--- src/rtl/change_dispenser.sv ---
// Greedy change payout: ejects quarters, dimes and nickels as timed pulses,
// then reports per-coin counts and any sub-nickel remainder.
module change_dispenser #(
  parameter int PULSE_CYCLES = 5_000_000,
  parameter int GAP_CYCLES   = 5_000_000
) (
  input  logic       clk,
  input  logic       rst,
  input  logic       start,
  input  logic [7:0] change_in,
  output logic       busy,
  output logic       done,
  output logic       coin_q,
  output logic       coin_d,
  output logic       coin_n,
  output logic [3:0] q_count,
  output logic [1:0] d_count,
  output logic       n_count,
  output logic [2:0] leftover,
  output logic       err_rem
);

  localparam int TMAX = (PULSE_CYCLES > GAP_CYCLES) ? PULSE_CYCLES : GAP_CYCLES;
  localparam int TW   = (TMAX > 1) ? $clog2(TMAX) : 1;
  localparam logic [TW-1:0] PULSE_LOAD = TW'(PULSE_CYCLES - 1);
  localparam logic [TW-1:0] GAP_LOAD   = TW'(GAP_CYCLES - 1);

  typedef enum logic [2:0] {IDLE, PICK, PULSE, GAP, DONE} state_e;
  typedef enum logic [1:0] {COIN_NONE, COIN_Q, COIN_D, COIN_N} coin_e;

  state_e        state_q;
  coin_e         sel_q;
  coin_e         pick_d;
  logic [7:0]    rem_q;
  logic [TW-1:0] timer_q;
  logic [2:0]    eject_q;
  logic          busy_q;
  logic          done_q;
  logic [3:0]    q_cnt_q;
  logic [1:0]    d_cnt_q;
  logic          n_cnt_q;
  logic [2:0]    leftover_q;
  logic          err_q;

  function automatic coin_e pick_coin(input logic [7:0] rem);
    if (rem >= 8'd25)      return COIN_Q;
    else if (rem >= 8'd10) return COIN_D;
    else if (rem >= 8'd5)  return COIN_N;
    else                   return COIN_NONE;
  endfunction

  function automatic logic [7:0] coin_value(input coin_e c);
    case (c)
      COIN_Q:  return 8'd25;
      COIN_D:  return 8'd10;
      COIN_N:  return 8'd5;
      default: return 8'd0;
    endcase
  endfunction

  // One-hot eject vector ordered {quarter, dime, nickel}.
  function automatic logic [2:0] coin_eject(input coin_e c);
    case (c)
      COIN_Q:  return 3'b100;
      COIN_D:  return 3'b010;
      COIN_N:  return 3'b001;
      default: return 3'b000;
    endcase
  endfunction

  always_comb begin
    pick_d = pick_coin(rem_q);
  end

  always_ff @(posedge clk or negedge rst) begin
    if (!rst) begin
      state_q    <= IDLE;
      sel_q      <= COIN_NONE;
      rem_q      <= '0;
      timer_q    <= '0;
      eject_q    <= '0;
      busy_q     <= 1'b0;
      done_q     <= 1'b0;
      q_cnt_q    <= '0;
      d_cnt_q    <= '0;
      n_cnt_q    <= 1'b0;
      leftover_q <= '0;
      err_q      <= 1'b0;
    end else begin
      done_q <= 1'b0;
      case (state_q)
        IDLE: begin
          if (start) begin
            rem_q      <= change_in;
            q_cnt_q    <= '0;
            d_cnt_q    <= '0;
            n_cnt_q    <= 1'b0;
            leftover_q <= '0;
            err_q      <= 1'b0;
            busy_q     <= 1'b1;
            state_q    <= PICK;
          end
        end
        PICK: begin
          if (pick_d == COIN_NONE) begin
            done_q     <= 1'b1;
            leftover_q <= rem_q[2:0];
            err_q      <= (rem_q != 8'd0);
            state_q    <= DONE;
          end else begin
            sel_q   <= pick_d;
            eject_q <= coin_eject(pick_d);
            timer_q <= PULSE_LOAD;
            state_q <= PULSE;
          end
        end
        PULSE: begin
          // Coin is accounted for only once its pulse has fully elapsed.
          if (timer_q == '0) begin
            eject_q <= '0;
            rem_q   <= rem_q - coin_value(sel_q);
            case (sel_q)
              COIN_Q:  q_cnt_q <= q_cnt_q + 4'd1;
              COIN_D:  d_cnt_q <= d_cnt_q + 2'd1;
              COIN_N:  n_cnt_q <= n_cnt_q + 1'b1;
              default: ;
            endcase
            timer_q <= GAP_LOAD;
            state_q <= GAP;
          end else begin
            timer_q <= timer_q - 1'b1;
          end
        end
        GAP: begin
          if (timer_q == '0) state_q <= PICK;
          else               timer_q <= timer_q - 1'b1;
        end
        DONE: begin
          busy_q  <= 1'b0;
          state_q <= IDLE;
        end
        default: state_q <= IDLE;
      endcase
    end
  end

  assign busy                     = busy_q;
  assign done                     = done_q;
  assign {coin_q, coin_d, coin_n} = eject_q;
  assign q_count                  = q_cnt_q;
  assign d_count                  = d_cnt_q;
  assign n_count                  = n_cnt_q;
  assign leftover                 = leftover_q;
  assign err_rem                  = err_q;

endmodule

--- config.mk ---
export PLATFORM = sky130hd
export DESIGN_NAME = change_dispenser
export DESIGN_NICKNAME = d
export VERILOG_FILES = /design/src/rtl/change_dispenser.sv
export SDC_FILE = /design/constraint.sdc
export NUM_CORES = 1
export LEC_CHECK = 0
export BUFFER_PORTS_ARGS = -buffer_cell sky130_fd_sc_hd__buf_4
export CAP_MARGIN = 20
export CORE_UTILIZATION = 60
export DETAILED_ROUTE_END_ITERATION = 16
export HOLD_SLACK_MARGIN = 0.1
export PLACE_DENSITY = 0.8
export SLEW_MARGIN = 25
export SYNTH_ARGS = -nofsm -noshare
export SYNTH_HDL_FRONTEND = slang
export SYNTH_SLANG_ARGS = --single-unit
--- constraint.sdc ---
create_clock -name clk -period 3.9 [get_ports clk]
set_input_delay 0.39 -clock clk [delete_from_list [all_inputs] [get_ports clk]]
set_output_delay 0.39 -clock clk [all_outputs]
set_load 0.02 [all_outputs]
Yosys cells after proc, flatten, opt, wreduce, memory -nomap -nowiden. Cells that the tools add are included.

Register bits: 52. Input bits: 11. Output and inout bits: 16. Word-level logic and storage cells: 102.

Add/sub/neg operators: 5. Order comparisons: 3. Equality and inequality tests: 19. Multiplexer cells: 43. Bitwise gates (word level): 1. Reductions and logical operators: 19.

Operators with widths (count): $mux 23 (3); $pmux 23 s3 (1); $mux 8 (4); $mux 3 (8); $logic_not 23->1 (1); $sub 23x1->23 const B (1); $pmux 8 s2 (1); $pmux 5 s3 (1); $reduce_and 3->1 (5); $mux 2 (6); $mux 4 (3); $ne 2x2->1 const B (6); $pmux 3 s2 (2); $pmux 3 s4 (1); $reduce_and 4->1 (3); $pmux 3 s3 (1); $eq 2x2->1 const B (4); $ge 8x3->1 const B (1); $ge 8x4->1 const B (1); $ge 8x5->1 const B (1); $pmux 4 s2 (1); $reduce_bool 2->1 (4); $reduce_bool 8->1 (1); $sub 8x8->8 (1); 16 further kinds (29).

Logic depth before layout (Yosys ltp).
Depth after elaboration: 8. Depth in mapped cells: 13. Gate-level depth less buffers: 13.

Worst setup path after synthesis. Ideal clock, no wire load.

Path kind: register to register. From: register timer_q[5]. To: register timer_q[14]. Library setup time: 134 ps. Arrival: 2220 ps. Required time: 3766 ps. Path slack: 1546 ps. Stages on the path, launching flop included: 9. Clock period less this slack: 2354 ps. Cell sequence: dfrtp_1 or4_4 or4_4 o21ai_4 buf_6 buf_6 a21oi_1 xnor2_1 nand2_1.

Longest elaborated chain between the ends: 3. Elaborated cells between the ends (all ways): 7.

RTL lines: start: declaration (line 35) `logic [TW-1:0] timer_q;`; start signal: assignment (line 131) `timer_q <= timer_q - 1'b1;`; start signal: assignment (line 136) `else timer_q <= timer_q - 1'b1;`; $sub 23x1->23 or $logic_not 23->1 (tied branches); $mux 23 (tied with other cells) (line 135) `if (timer_q == '0) state_q <= PICK;`; $pmux 23 s3 or $reduce_and 3->1 (tied branches).

Several ways; a longest one is shown, not always the timed one. The select of a mux whose other input is x is not followed. A chain may end at the register's enable or synchronous reset.

Worst setup path after layout.
From: register timer_q[16]. To: register timer_q[4].

Longest elaborated chain between the ends: 3. Elaborated cells between the ends (all ways): 5.

RTL lines (line): $logic_not 23->1 * (119, 135); $mux 23 or $ne 2x2->1 (tied branches); $pmux 23 s3 or $reduce_and 3->1 (tied branches).

Every way passes the cells marked *; elsewhere a longest branch is shown, timed or not.

==> flow_metrics.env <==
export IMPL_async_flop_share_pct=100.0
export IMPL_vias_per_cell=5.844
export IMPL_skew_ns=0.009521
export IMPL_period_needed_ns=2.751
export IMPL_dieHeight_um=74.18
export IMPL_wl_per_cell_um=15.06
export IMPL_cts_tree="done"
export IMPL_p_sw_share_pct=41.37
export IMPL_hold_buffers=0
export IMPL_cellLeakagePower_nw=1.447
export IMPL_p_clk_share_pct=17.7
export IMPL_synth_most_common_cell="dfrtp_1"
export IMPL_portBuffers=26
export IMPL_ys_types=53
export IMPL_p_int_w=0.001074
export IMPL_grt_start_max_net_pins=53
export IMPL_gp_congestion=0.8584
export IMPL_finalSetupViolCount=0
export IMPL_track_usage_pct=26.82
export IMPL_final_util_pct=70.51
export IMPL_p_sw_w=0.0007579
export IMPL_numCtsBuffers=5
export IMPL_cp_endpoint="timer_q[4]"
export IMPL_dieWidth_um=74.18
export IMPL_grt_pass1_vias=2433
export IMPL_tightest_slew_ns=0.7053
export IMPL_syn_to_final_growth_pct=10.09
export IMPL_synth_adder_area_share_pct=5.444
export IMPL_cts_setup_buffers=0
export IMPL_clock_fmax_mhz=363.5
export IMPL_cap_violations=0
export IMPL_multi_input_area_um2=1699
export IMPL_grt_setup_unrepaired="false"
export IMPL_synthMuxAreaShare_pct=2.282
export IMPL_synth_top_cells_by_area="dfrtp_1, xnor2_1, nor2_1, nand2_1, ha_1"
export IMPL_p_total_w=0.001832
export IMPL_avgSynthCellArea_um2=9.007
export IMPL_netlist_area_um2=3125
export IMPL_n_antenna_cell=0
export IMPL_ant_nets=0
export IMPL_yosys_area_share_simple_pct=21.54
export IMPL_slew_headroom_pct=52.98
export IMPL_synth_edff_count=0
export IMPL_crit_start="timer_q[16]"
export IMPL_peakVddDrop_v=0.0003402
export IMPL_reg2regPathDepth=6
export IMPL_start_util_pct=64.05
export IMPL_regArea_um2=1301
export IMPL_power_frac_comb_pct=38.5
export IMPL_drt_iter0_drc=250
export IMPL_row_count=25
export IMPL_nets=392
export IMPL_cts_resized=0
export IMPL_clockRootBuffer="clkbuf_8"
export IMPL_worst_slack_ns=1.149
export IMPL_synthFlopType="dfrtp_1"
export IMPL_drt_first_pass_iters=4
export IMPL_post_route_drc_count=0
export IMPL_drive_gt1_share_pct=14.09
export IMPL_htreeDepth=2
export IMPL_status="completed"
export IMPL_grt_pass1_wl_um=11210
export IMPL_synth_compound_area_share_pct=18.94
export IMPL_critPathArrivalTime_ns=2.93
export IMPL_vias=2548
export IMPL_insertion_delay_ns=0.31
export IMPL_antenna_found_initial=0
export IMPL_worstSetupPathType="register to register"
export IMPL_r2r_setup_slack_ns=1.15
export IMPL_synthCells=347
export IMPL_hold_path_class="input port to async pin"
export IMPL_drv_slew=0
export IMPL_tns_ns=0
export IMPL_path_clk_slew_ns=0.10
export IMPL_synth_xor_area_share_pct=6.165
export IMPL_power_density_nw_per_um2=532.4
export IMPL_reg2reg_to="timer_q[4]"
export IMPL_cts_buffer_depth=2
export IMPL_hpwl_um=4722
export IMPL_gr_total_overflow=0
export IMPL_ys_seq_elements=52
export IMPL_cp_data_required_time_ns=4.08
export IMPL_start_kind="register"
export IMPL_wirelength_um=6564
export IMPL_num_io_pins=27
export IMPL_p_seq_share_pct=43.8
export IMPL_path_max_fanout=23
export IMPL_nFillCells=402
export IMPL_hold_violations=0
export IMPL_crit_path_end_kind="register"
export IMPL_core_area_um2=4880
export IMPL_synthesis_nets=371
export IMPL_holdWs_ns=0.08310
export IMPL_clock_sinks=52
export IMPL_synth_top_family_by_area="simple AND/OR/NAND/NOR gates"
export IMPL_synth_warnings=0
export IMPL_rr_startpoint="timer_q[16]"
export IMPL_yosysSeqAreaShare_pct=41.63
export IMPL_yosysTopAreaCell="dfrtp_1"
export IMPL_ys_top_cells_by_count="dfrtp_1, nor2_1, nand2_1"
export IMPL_die_area_um2=5502
export IMPL_dp_slack_ns=1.209
export IMPL_synth_top_area_share_pct=41.63
export IMPL_finalCritPeriodShare_pct=70.54
cell type report:
| type | instances | area share (%) |
|---|---|---|
| sequential | 52 | 37.82 |
| inverter | 14 | 1.527 |
| timing repair buffer | 28 | 6.109 |
| clock buffer | 5 | 2.000 |
| tap | 67 | 2.436 |
| multi-input combinational | 267 | 49.38 |
| clock inverter | 3 | 0.7273 |
power by group through the flow:
stage | Clock, W | Combinational (W) | Sequential (W)
global placement | 0 | 0.000673 | 0.000805
global route | 0.000349 | 0.000796 | 0.000823
floorplan | 0 | 0.000545 | 0.000773
CTS | 0.000332 | 0.000701 | 0.000800
detailed placement | 0 | 0.000696 | 0.000810
finish | 0.000324 | 0.000704 | 0.000803
routing by layer:
layer	GRT usage (%)	up-vias	wire length [µm]
li1	-	1269	-
met1	38.12	1199	3175
met2	41.52	69	2938
met3	4.336	11	360
met4	9.829	0	91
met5	0	-	0
flip-flops by register name (all words and copies together), names as in the netlist:
signal	count
done	1
leftover	3
err_rem	1
busy	1
q_count	4
eject_q	3
sel_q	2
timer_q	23
n_count	1
rem_q	8
state_q	3
d_count	2
logic make-up (layout without fill, tap and decap cells):
kind of cell / Yosys count / count (layout)
simple gates: 135 / 135
fa+ha+maj: 13 / 13
mux: 7 / 7
buf+inv: 28 / 50
compound gates: 90 / 90
xor+xnor: 22 / 22
flops: 52 / 52
layout by cell type, fill, tap and decap left out, types with 6 or more instances in the layout:
cell	netlist	routed
dfrtp_1	52	52
nor2_1	43	43
nand2_1	42	42
buf_4	0	28
a21oi_1	27	27
o21ai_0	23	22
xnor2_1	21	21
inv_1	14	14
ha_1	12	12
nor3_1	9	9
nand3_1	8	8
a22o_1	7	7
mux2i_1	6	6
critical path: stages, from the launching register on:
cell	delay, ns
dfrtp_1	0.44
nor4_1	0.56
nand4_1	0.52
o21ai_4	0.61
a2111oi_0	0.24
xnor2_1	0.18
nand2_1	0.07
worst min-delay path by stage:
stage	start	endpoint	slack, ns
floorplan	rst	busy	0.09
global placement	rst	q_count[2]	0.46
detailed placement	rst	rem_q[6]	0.46
CTS	rst	rem_q[6]	0.12
global route	rst	rem_q[5]	0.15
finish	rst	rem_q[5]	0.08
stage by stage:
stage | instances | area (µm²)
5_1_grt | 436 | 3441
4_1_cts | 436 | 3441
3_5_place_dp | 428 | 3347
6_report | 436 | 3441
3_3_place_gp | 428 | 3347
2_1_floorplan | 347 | 3126
Power figures use the tool's default switching activity.
